<file path="config.mk">
export PLATFORM = sky130hd
export DESIGN_NAME = dff_pipe
export DESIGN_NICKNAME = d
export VERILOG_FILES = /design/src/rtl/dff_pipe_pkg.sv /design/src/rtl/dff_pipe_stage.sv /design/src/rtl/dff_pipe.sv
export SDC_FILE = /design/constraint.sdc
export NUM_CORES = 1
export LEC_CHECK = 0
export BUFFER_PORTS_ARGS = -buffer_cell sky130_fd_sc_hd__buf_4
export CORE_MARGIN = 4
export CORE_UTILIZATION = 35
export DETAILED_ROUTE_END_ITERATION = 10
export PLACE_DENSITY_LB_ADDON = 0.2
export SETUP_SLACK_MARGIN = 0.3
export SYNTH_ARGS = -nofsm -noshare
export SYNTH_HDL_FRONTEND = slang
export SYNTH_HIERARCHICAL = 1
export SYNTH_SLANG_ARGS = --single-unit
export TNS_END_PERCENT = 10
</file>
<file path="constraint.sdc">
create_clock -name clk -period 2.6 [get_ports clk]
set_input_delay 0.52 -clock clk [delete_from_list [all_inputs] [get_ports clk]]
set_output_delay 0.52 -clock clk [all_outputs]
set_load 0.005 [all_outputs]
</file>
<file path="src/rtl/dff_pipe_pkg.sv">
// Shared constants and helpers for the dff_pipe register pipeline.
package dff_pipe_pkg;

    localparam int DEFAULT_WIDTH = 8;
    localparam int DEFAULT_DEPTH = 4;

    // Bits needed to hold the values 0..n inclusive (never less than 1).
    function automatic int clog2_p1(input int n);
        int w;
        w = 1;
        for (int i = 1; i < 31; i++) begin
            if ((1 << i) < n + 1) w = i + 1;
        end
        return w;
    endfunction

endpackage

</file>
<file path="src/rtl/dff_pipe_stage.sv">
// One pipeline slot: a valid bit plus a data register, loading from upstream
// whenever its content can leave (adv) or it is empty.
module dff_pipe_stage #(
    parameter int               WIDTH     = 8,
    parameter logic [WIDTH-1:0] RESET_VAL = '0
) (
    input  logic             clk,
    input  logic             reset,
    input  logic             flush,
    input  logic             adv,
    input  logic             v_in,
    input  logic [WIDTH-1:0] d_in,
    output logic             v_out,
    output logic [WIDTH-1:0] d_out
);

    // An empty slot always accepts, which is what collapses bubbles.
    logic load;
    assign load = adv || !v_out;

    always_ff @(posedge clk) begin
        if (reset) begin
            v_out <= 1'b0;
            d_out <= RESET_VAL;
        end else if (flush) begin
            v_out <= 1'b0;
        end else if (load) begin
            v_out <= v_in;
            d_out <= d_in;
        end
    end

endmodule

</file>
<file path="src/rtl/dff_pipe.sv">
// Multi-stage ready/valid register pipeline with bubble collapsing, flush and
// an occupancy counter. Outputs come straight from the last-stage registers.
module dff_pipe
    import dff_pipe_pkg::*;
#(
    parameter int               WIDTH     = DEFAULT_WIDTH,
    parameter int               DEPTH     = DEFAULT_DEPTH,
    parameter logic [WIDTH-1:0] RESET_VAL = '0
) (
    input  logic                         clk,
    input  logic                         reset,
    input  logic                         flush,
    input  logic                         in_valid,
    input  logic [WIDTH-1:0]             in_data,
    output logic                         in_ready,
    output logic                         out_valid,
    output logic [WIDTH-1:0]             out_data,
    input  logic                         out_ready,
    output logic [clog2_p1(DEPTH)-1:0]   occupancy
);

    localparam int OCC_W = clog2_p1(DEPTH);

    logic [DEPTH-1:0]            v;
    logic [DEPTH-1:0][WIDTH-1:0] d;
    logic [DEPTH-1:0]            adv;
    logic                        in_fire;
    logic                        out_fire;

    // adv[i]: stage i's content may move on because stage i+1 will load.
    always_comb begin
        adv            = '0;
        adv[DEPTH-1]   = out_ready;
        for (int i = DEPTH - 2; i >= 0; i--) begin
            adv[i] = !v[i+1] || adv[i+1];
        end
    end

    assign in_ready  = (!v[0] || adv[0]) && !flush;
    assign in_fire   = in_valid && in_ready;
    assign out_valid = v[DEPTH-1];
    assign out_data  = d[DEPTH-1];
    assign out_fire  = out_valid && out_ready;

    for (genvar i = 0; i < DEPTH; i++) begin : g_stage
        logic             sv;
        logic [WIDTH-1:0] sd;
        if (i == 0) begin : g_head
            assign sv = in_fire;
            assign sd = in_data;
        end else begin : g_body
            assign sv = v[i-1];
            assign sd = d[i-1];
        end
        dff_pipe_stage #(
            .WIDTH     (WIDTH),
            .RESET_VAL (RESET_VAL)
        ) u_stage (
            .clk   (clk),
            .reset (reset),
            .flush (flush),
            .adv   (adv[i]),
            .v_in  (sv),
            .d_in  (sd),
            .v_out (v[i]),
            .d_out (d[i])
        );
    end

    always_ff @(posedge clk) begin
        if (reset || flush) begin
            occupancy <= '0;
        end else begin
            occupancy <= occupancy + OCC_W'(in_fire) - OCC_W'(out_fire);
        end
    end

endmodule

</file>
==> results.sh, run 1 <==
export IMPL_status="complete, no violations"
export IMPL_dp_slack_ns=0.3087
export IMPL_tightest_slew_ns=0.4704
export IMPL_post_route_util_pct=43.40
export IMPL_max_freq_ghz=0.4852
export IMPL_setup_viol=0
export IMPL_r2r_end="occupancy[2]$_SDFF_PP0_"
export IMPL_hold_depth=2
export IMPL_clock_sinks=39
export IMPL_worstSetupEndpointType="flop"
export IMPL_grt_max_degree=72
export IMPL_syn_num_nets=189
export IMPL_dr_first_iter_drc_count=66
export IMPL_cp_slowest_stage_delay_ns=0.38
export IMPL_antenna_found_initial=0
export IMPL_ff2ff_setup_slack_ns=0.54
export IMPL_synth_compound_area_share_pct=1.468
export IMPL_cts_max_path_buffers=2
export IMPL_synth_main_ff_cell="dfxtp_1"
export IMPL_final_area_um2=2231
export IMPL_hold_buffers=0
export IMPL_clock_latency_ns=0.28
export IMPL_cts_tree="done"
export IMPL_grt_overflow=0
export IMPL_hold_viol=0
export IMPL_synthAdderAreaFrac_pct=2.402
export IMPL_root_buffer="clkbuf_8"
export IMPL_synth_area_leaders="dfxtp_1 (42%), nand2b_1 (22%), mux2i_1 (17%)"
export IMPL_synth_edf_count=0
export IMPL_fin_nets=218
export IMPL_hold_start="g_stage[3].u_stage/d_out[7]$_SDFFE_PP0P_"
export IMPL_detailed_place_hpwl_um=2072
export IMPL_routedWlPerCell_um=10.68
export IMPL_die_w_um=81.21
export IMPL_rr_startpoint="g_stage[3].u_stage/v_out$_SDFFE_PP0P_"
export IMPL_yosys_area_share_xor_xnor_pct=1.201
export IMPL_cap_viol_max_count=0
export IMPL_fillers=527
export IMPL_critPathMaxFanout=6
export IMPL_cp_depth=9
export IMPL_start_util_pct=36.49
export IMPL_power_leakage_uw=0.0008804
export IMPL_synthMuxAreaShare_pct=17.08
export IMPL_synthTopCellsByCount="nand2b_1 (65), dfxtp_1 (39), mux2i_1 (32)"
export IMPL_core_area_um2=5140
export IMPL_netlist_area_um2=1876
export IMPL_first_pass_iters=4
export IMPL_hold_slack_ns=0.4757
export IMPL_yosysSeqAreaShare_pct=41.63
export IMPL_cts_buffers=5
export IMPL_vias=1152
export IMPL_track_usage_pct=10.45
export IMPL_synth_top_family_by_area="simple AND/OR/NAND/NOR gates"
export IMPL_tns_ns=0
export IMPL_ff_latch_area_um2=780.7
export IMPL_final_antenna_net_count=0
export IMPL_cts_setup_buffers=0
export IMPL_vias_per_cell=4.220
export IMPL_pin_count=26
export IMPL_peakVddDrop_mv=0.3247
export IMPL_holdCritPathClass="flop to flop"
export IMPL_slew_headroom_pct=68.64
export IMPL_ys_types=20
export IMPL_drc=0
export IMPL_skew_ns=0.006415
export IMPL_powerDensity_nw_per_um2=554.5
export IMPL_fin_crit_ns=2.061
export IMPL_yosysWarningCount=6
export IMPL_ys_async_sr_fraction_pct=0
export IMPL_n_antenna_cell=0
export IMPL_syn_instance_count=173
export IMPL_row_count=26
export IMPL_grt_pass1_vias=1238
export IMPL_finalCritPeriodShare_pct=79.27
export IMPL_post_cts_resized=0
export IMPL_crit_family="adder cells"
export IMPL_place_gp_congestion=0.7381
export IMPL_cp_required_ns=2.76
export IMPL_placed_area_um2=2113
export IMPL_htree_levels=2
export IMPL_rsz0062_at_grt="false"
export IMPL_critPathLaunchType="flop"
export IMPL_wirelength_um=2916
export IMPL_synth_top_area_share_pct=41.63
export IMPL_drv_slew=0
export IMPL_grt_pass1_wl_um=5395
export IMPL_synth_simple_gate_area_share_pct=33.22
export IMPL_reg2reg_depth=9
export IMPL_die_h_um=81.21
export IMPL_path_cells="nor2b_2 -> a41o_1 -> ha_1 -> inv_1 -> ha_1 -> inv_1 -> fa_1 -> xnor3_1 -> nor3_2"
export IMPL_cts_clk_slew_worst_paths_ns=0.08
export IMPL_synth_most_common_cell="nand2b_1"
export IMPL_area_growth_pct=18.95
export IMPL_yosys_register_bits=39
export IMPL_die_area_um2=6594
export IMPL_cp_num_buf_inv=2
export IMPL_yosysTopAreaCell="dfxtp_1"
export IMPL_multiInputGateArea_um2=1039
export IMPL_worst_endpoint_arrival_ns=2.22
export IMPL_worst_slack_ns=0.5389
export IMPL_port_buffer_count=25
export IMPL_holdPathEnd="g_stage[3].u_stage/d_out[7]$_SDFFE_PP0P_"
export IMPL_path_class="flop to flop"
export IMPL_drive_gt1_share_pct=21.67
export IMPL_cpMaxStageDelayCell="dfxtp_1"
export IMPL_syn_avg_cell_area_um2=10.84
-- metrics by stage --
| stage | instances | power [µW] |
|---|---|---|
| after floorplan | 173 | 706.8 |
| after global placement | 265 | 738.2 |
| after detailed placement | 265 | 742.4 |
| after CTS | 273 | 1261 |
| after global routing | 273 | 1300 |
| final | 273 | 1237 |
-- worst min-delay path: stages (launching register included) --
cell	delay, ns
dfxtp_1	0.31
nand2b_1	0.06
mux2i_1	0.06
-- cell families after synthesis --
| group | after synthesis |
|---|---|
| fa+ha+maj | 3 |
| flops | 39 |
| simple gates | 88 |
| compound gates | 3 |
| mux | 32 |
| buf+inv | 7 |
| xor+xnor | 1 |
-- layout by cell type (no fill, tap or decap), drive strengths merged --
| cell | synthesis | routed |
|---|---|---|
| a41o | 1 | 1 |
| fa | 1 | 1 |
| mux2i | 32 | 32 |
| xnor3 | 1 | 1 |
| dfxtp | 39 | 39 |
| clkbuf | 0 | 6 |
| ha | 2 | 2 |
| clkinv | 0 | 1 |
| inv | 3 | 3 |
| nand2 | 1 | 1 |
| nor2 | 8 | 8 |
| nor2b | 5 | 5 |
| nand2b | 65 | 65 |
| nand3 | 1 | 1 |
| and2 | 1 | 1 |
| bufinv | 0 | 1 |
| nor3 | 6 | 6 |
| nor3b | 1 | 1 |
| a41oi | 2 | 2 |
| buf | 4 | 26 |
-- routing by layer --
metal  track usage (%)  vias to the layer above  part of all wire, %
met4             5.068                        0                  1.4
li1                  -                      630                    -
met2             16.17                       21                   44
met5                 0                        -                    0
met3             3.104                        5                  5.2
met1             13.21                      496                   49
-- registers in the layout, summed over array words and instances, names as in the netlist --
signal                 cells
occupancy                  3
g_stage.u_stage/d_out     32
g_stage.u_stage/v_out      4
-- worst max-delay path by stage --
| stage | from | to |
|---|---|---|
| 2_1_floorplan | flush | occupancy[2]$_SDFF_PP0_ |
| 3_3_place_gp | out_ready | occupancy[2]$_SDFF_PP0_ |
| 3_5_place_dp | out_ready | occupancy[2]$_SDFF_PP0_ |
| 4_1_cts | g_stage[3].u_stage/v_out$_SDFFE_PP0P_ | occupancy[2]$_SDFF_PP0_ |
| 5_1_grt | g_stage[3].u_stage/v_out$_SDFFE_PP0P_ | occupancy[2]$_SDFF_PP0_ |
| 6_report | g_stage[3].u_stage/v_out$_SDFFE_PP0P_ | occupancy[2]$_SDFF_PP0_ |
-- cell type report --
| cell class | count | share of cell area (%) |
|---|---|---|
| clock buffer | 6 | 3.702 |
| clock inverter | 2 | 1.570 |
| inverter | 3 | 0.5048 |
| multi-input combinational | 127 | 46.55 |
| sequential | 39 | 35.00 |
| tap | 70 | 3.926 |
| timing repair buffer | 26 | 8.749 |
-- power by group --
group,internal (µW),switching [µW]
Sequential,614,8.98
Clock,310,200
Combinational,58.7,45.2
Total,983,254
(Power assumes the default switching activity.)
==> run 2: changes to the inputs <==
--- a/config.mk
+++ b/config.mk
@@ -5,6 +5,7 @@
 export SDC_FILE = /design/constraint.sdc
 export NUM_CORES = 1
 export LEC_CHECK = 0
+export ABC_AREA = 1
 export BUFFER_PORTS_ARGS = -buffer_cell sky130_fd_sc_hd__buf_4
 export CORE_MARGIN = 4
 export CORE_UTILIZATION = 35
==> constraint.sdc (replaced) <==
create_clock -name clk -period 1.7 [get_ports clk]
set_input_delay 0.34 -clock clk [delete_from_list [all_inputs] [get_ports clk]]
set_output_delay 0.34 -clock clk [all_outputs]
set_load 0.005 [all_outputs]
==> run 2 against run 1 <==
Effect of this change: the run now ends with setup timing left; first-iteration DRC count is 1.5% higher; routed wire length grew 15%; largest power group unchanged; synthesized area is 0.87% lower; clock-buffer cell count is 2 higher; clock power is 31% higher; register-to-register slack got worse by 0.68 ns.
==> results.sh, run 2 <==
export IMPL_cts_clk_slew_worst_paths_ns=0.07
export IMPL_routedWlPerCell_um=9.128
export IMPL_synthTopCellsByCount="inv_1 (46), dfxtp_1 (39), nor2_1 (38)"
export IMPL_wirelength_um=3341
export IMPL_n_antenna_cell=0
export IMPL_yosysWarningCount=6
export IMPL_grt_max_degree=17
export IMPL_area_growth_pct=33.04
export IMPL_synth_most_common_cell="inv_1"
export IMPL_holdPathEnd="g_stage[3].u_stage/v_out$_SDFFE_PP0P_"
export IMPL_hold_depth=2
export IMPL_critPathMaxFanout=2
export IMPL_synth_main_ff_cell="dfxtp_1"
export IMPL_path_class="flop to flop"
export IMPL_crit_path_frequent_cell="inv_2"
export IMPL_rr_startpoint="g_stage[3].u_stage/v_out$_SDFFE_PP0P_"
export IMPL_peakVddDrop_mv=0.4465
export IMPL_pin_count=26
export IMPL_final_common_cell="inv_1"
export IMPL_dp_slack_ns=-0.3034
export IMPL_syn_num_nets=277
export IMPL_cp_required_ns=1.88
export IMPL_reg_largest_list="g_stage.u_stage/d_out (32), g_stage.u_stage/v_out (4), occupancy (3)"
export IMPL_worst_slack_ns=-0.1366
export IMPL_vias_per_cell=4.189
export IMPL_vias=1533
export IMPL_final_antenna_net_count=0
export IMPL_fin_cells=366
export IMPL_syn_avg_cell_area_um2=7.124
export IMPL_grt_pass1_wl_um=5789
export IMPL_fillers=530
export IMPL_cap_viol_max_count=0
export IMPL_cts_max_path_buffers=2
export IMPL_finalCritPeriodShare_pct=108.0
export IMPL_cts_buffers=5
export IMPL_hold_slack_ns=0.2944
export IMPL_status="complete, but fails checks"
export IMPL_core_area_um2=5140
export IMPL_synth_top_area_share_pct=41.99
export IMPL_layout_common_cells="inv_1 (42), nor2_1 (38), dfxtp_1 (38)"
export IMPL_rsz0062_at_grt="true"
export IMPL_hold_start="reset"
export IMPL_dr_first_iter_drc_count=67
export IMPL_violations="setup timing"
export IMPL_worstSetupEndpointType="flop"
export IMPL_detailed_place_hpwl_um=2219
export IMPL_clock_latency_ns=0.28
export IMPL_die_w_um=80.89
export IMPL_crit_family="adder cells"
export IMPL_worst_endpoint_arrival_ns=2.02
export IMPL_tightest_slew_ns=0.3892
export IMPL_fin_nets=311
export IMPL_powerDensity_nw_per_um2=773.6
export IMPL_cpMaxStageDelayCell="fa_2"
export IMPL_yosysTopAreaCell="dfxtp_1"
export IMPL_skew_ns=0.003622
export IMPL_holdCritPathClass="input pin to flop"
export IMPL_cp_slowest_stage_delay_ns=0.37
export IMPL_path_cells="inv_2 -> nor2_4 -> nand4_2 -> nand3_2 -> ha_4 -> inv_2 -> ha_4 -> inv_2 -> fa_2 -> xnor2_2 -> nand2_1 -> nand2_1 -> nor2_1"
export IMPL_power_leakage_uw=0.001201
export IMPL_cts_tree="done"
export IMPL_drc=0
export IMPL_ys_async_sr_fraction_pct=0
export IMPL_start_util_pct=36.17
export IMPL_synth_edf_count=0
export IMPL_regMostFlops="g_stage.u_stage/d_out"
export IMPL_ff2ff_setup_slack_ns=-0.14
export IMPL_root_buffer="clkbuf_8"
export IMPL_dp_cells=356
export IMPL_die_area_um2=6542
export IMPL_place_gp_congestion=0.7119
export IMPL_first_pass_iters=4
export IMPL_port_buffer_count=25
export IMPL_synth_area_leaders="dfxtp_1 (42%), a21oi_1 (9.7%), inv_1 (9.3%)"
export IMPL_htree_levels=2
export IMPL_grt_overflow=0
export IMPL_slew_headroom_pct=74.01
export IMPL_ys_types=17
export IMPL_row_count=26
export IMPL_largest_reg_flops=32
export IMPL_grt_pass1_vias=1330
export IMPL_reg2reg_depth=13
export IMPL_yosys_register_bits=39
export IMPL_die_h_um=80.89
export IMPL_setup_viol=2
export IMPL_netlist_area_um2=1859
export IMPL_critPathLaunchType="flop"
export IMPL_cp_num_buf_inv=3
export IMPL_track_usage_pct=11.12
export IMPL_max_freq_ghz=0.5445
export IMPL_syn_instance_count=261
export IMPL_r2r_end="occupancy[2]$_SDFF_PP0_"
export IMPL_fin_crit_ns=1.837
export IMPL_yosysSeqAreaShare_pct=41.99
export IMPL_drive_gt1_share_pct=35.81
export IMPL_clock_sinks=39
export IMPL_drv_slew=0
export IMPL_hold_viol=0
export IMPL_antenna_found_initial=0
run 2: changes by cell type after synthesis, moves of 5 or more:
cell      before  now
inv_2          0    9
nand2b_1      65    0
a21oi_1        0   36
inv_1          3   46
nand3_1        1   26
nand2_2        0    5
mux2i_1       32    0
nand3_2        0    8
nand2_1        1   36
nor2_1         4   38
run 2: area by class of cell:
cell class / instances / area [µm²] / share of cell area (%)
Multi-Input combinational cell: 159 / 1018 / 41.17
Tap cell: 70 / 87.58 / 3.541
Timing Repair Buffer: 35 / 266.5 / 10.77
Sequential cell: 39 / 784.5 / 31.71
Inverter: 55 / 216.5 / 8.751
Clock buffer: 8 / 100.1 / 4.047
run 2: logic make-up (layout without fill, tap and decap cells):
family | count (synthesis) | in the layout | synth area share, %
XOR/XNOR | 1 | 1 | 0.4711
buffers and inverters | 63 | 98 | 15.14
AO/OA/AOI/OAI | 36 | 36 | 9.690
flip-flops | 39 | 39 | 41.99
adder cells (fa/ha/maj) | 3 | 3 | 2.422
AND/OR/NAND/NOR | 119 | 119 | 30.28
run 2: worst max path at each step:
stage,slack [ns],cells after the start,from,end
3_3_place_gp,-0.26,13,out_ready,occupancy[2]$_SDFF_PP0_
6_report,-0.14,13,g_stage[3].u_stage/v_out$_SDFFE_PP0P_,occupancy[2]$_SDFF_PP0_
2_1_floorplan,-0.20,13,g_stage[3].u_stage/v_out$_SDFFE_PP0P_,occupancy[2]$_SDFF_PP0_
5_1_grt,-0.27,13,g_stage[3].u_stage/v_out$_SDFFE_PP0P_,occupancy[2]$_SDFF_PP0_
4_1_cts,-0.13,13,g_stage[3].u_stage/v_out$_SDFFE_PP0P_,occupancy[2]$_SDFF_PP0_
3_5_place_dp,-0.30,13,out_ready,occupancy[2]$_SDFF_PP0_
run 2: repair_timing:
| item | in CTS | in global routing |
|---|---|---|
| setup buffers | 1 | 1 |
| pin swaps | 7 | 10 |
| hold buffers | 0 | 0 |
| setup endpoints to repair | 3 | 28 |
| gates resized for setup | 6 | 44 |
run 2: routing by layer:
layer	routed length (µm)	vias up	track usage (%)
met4	47	0	5.068
li1	-	873	-
met1	1617	631	14.72
met2	1512	24	16.83
met5	0	-	0
met3	164	5	2.993
run 2: per-stage QoR:
stage               total power (µW)  TNS (ns)  area (µm²)  util, %
global placement                1235   -0.4115        2133    41.50
CTS                             1921   -0.1580        2271    44.18
finish                          1914   -0.1659        2474    48.13
detailed placement              1237   -0.4855        2133    41.50
floorplan                       1163   -0.2954        1873        -
global route                    2035   -0.3798        2474    48.13
run 2: power breakdown:
part           leakage [µW]  internal (µW)  switching (µW)
Sequential         0.000322            964            28.4
Clock             0.0000515            370             298
Combinational      0.000827            121             132
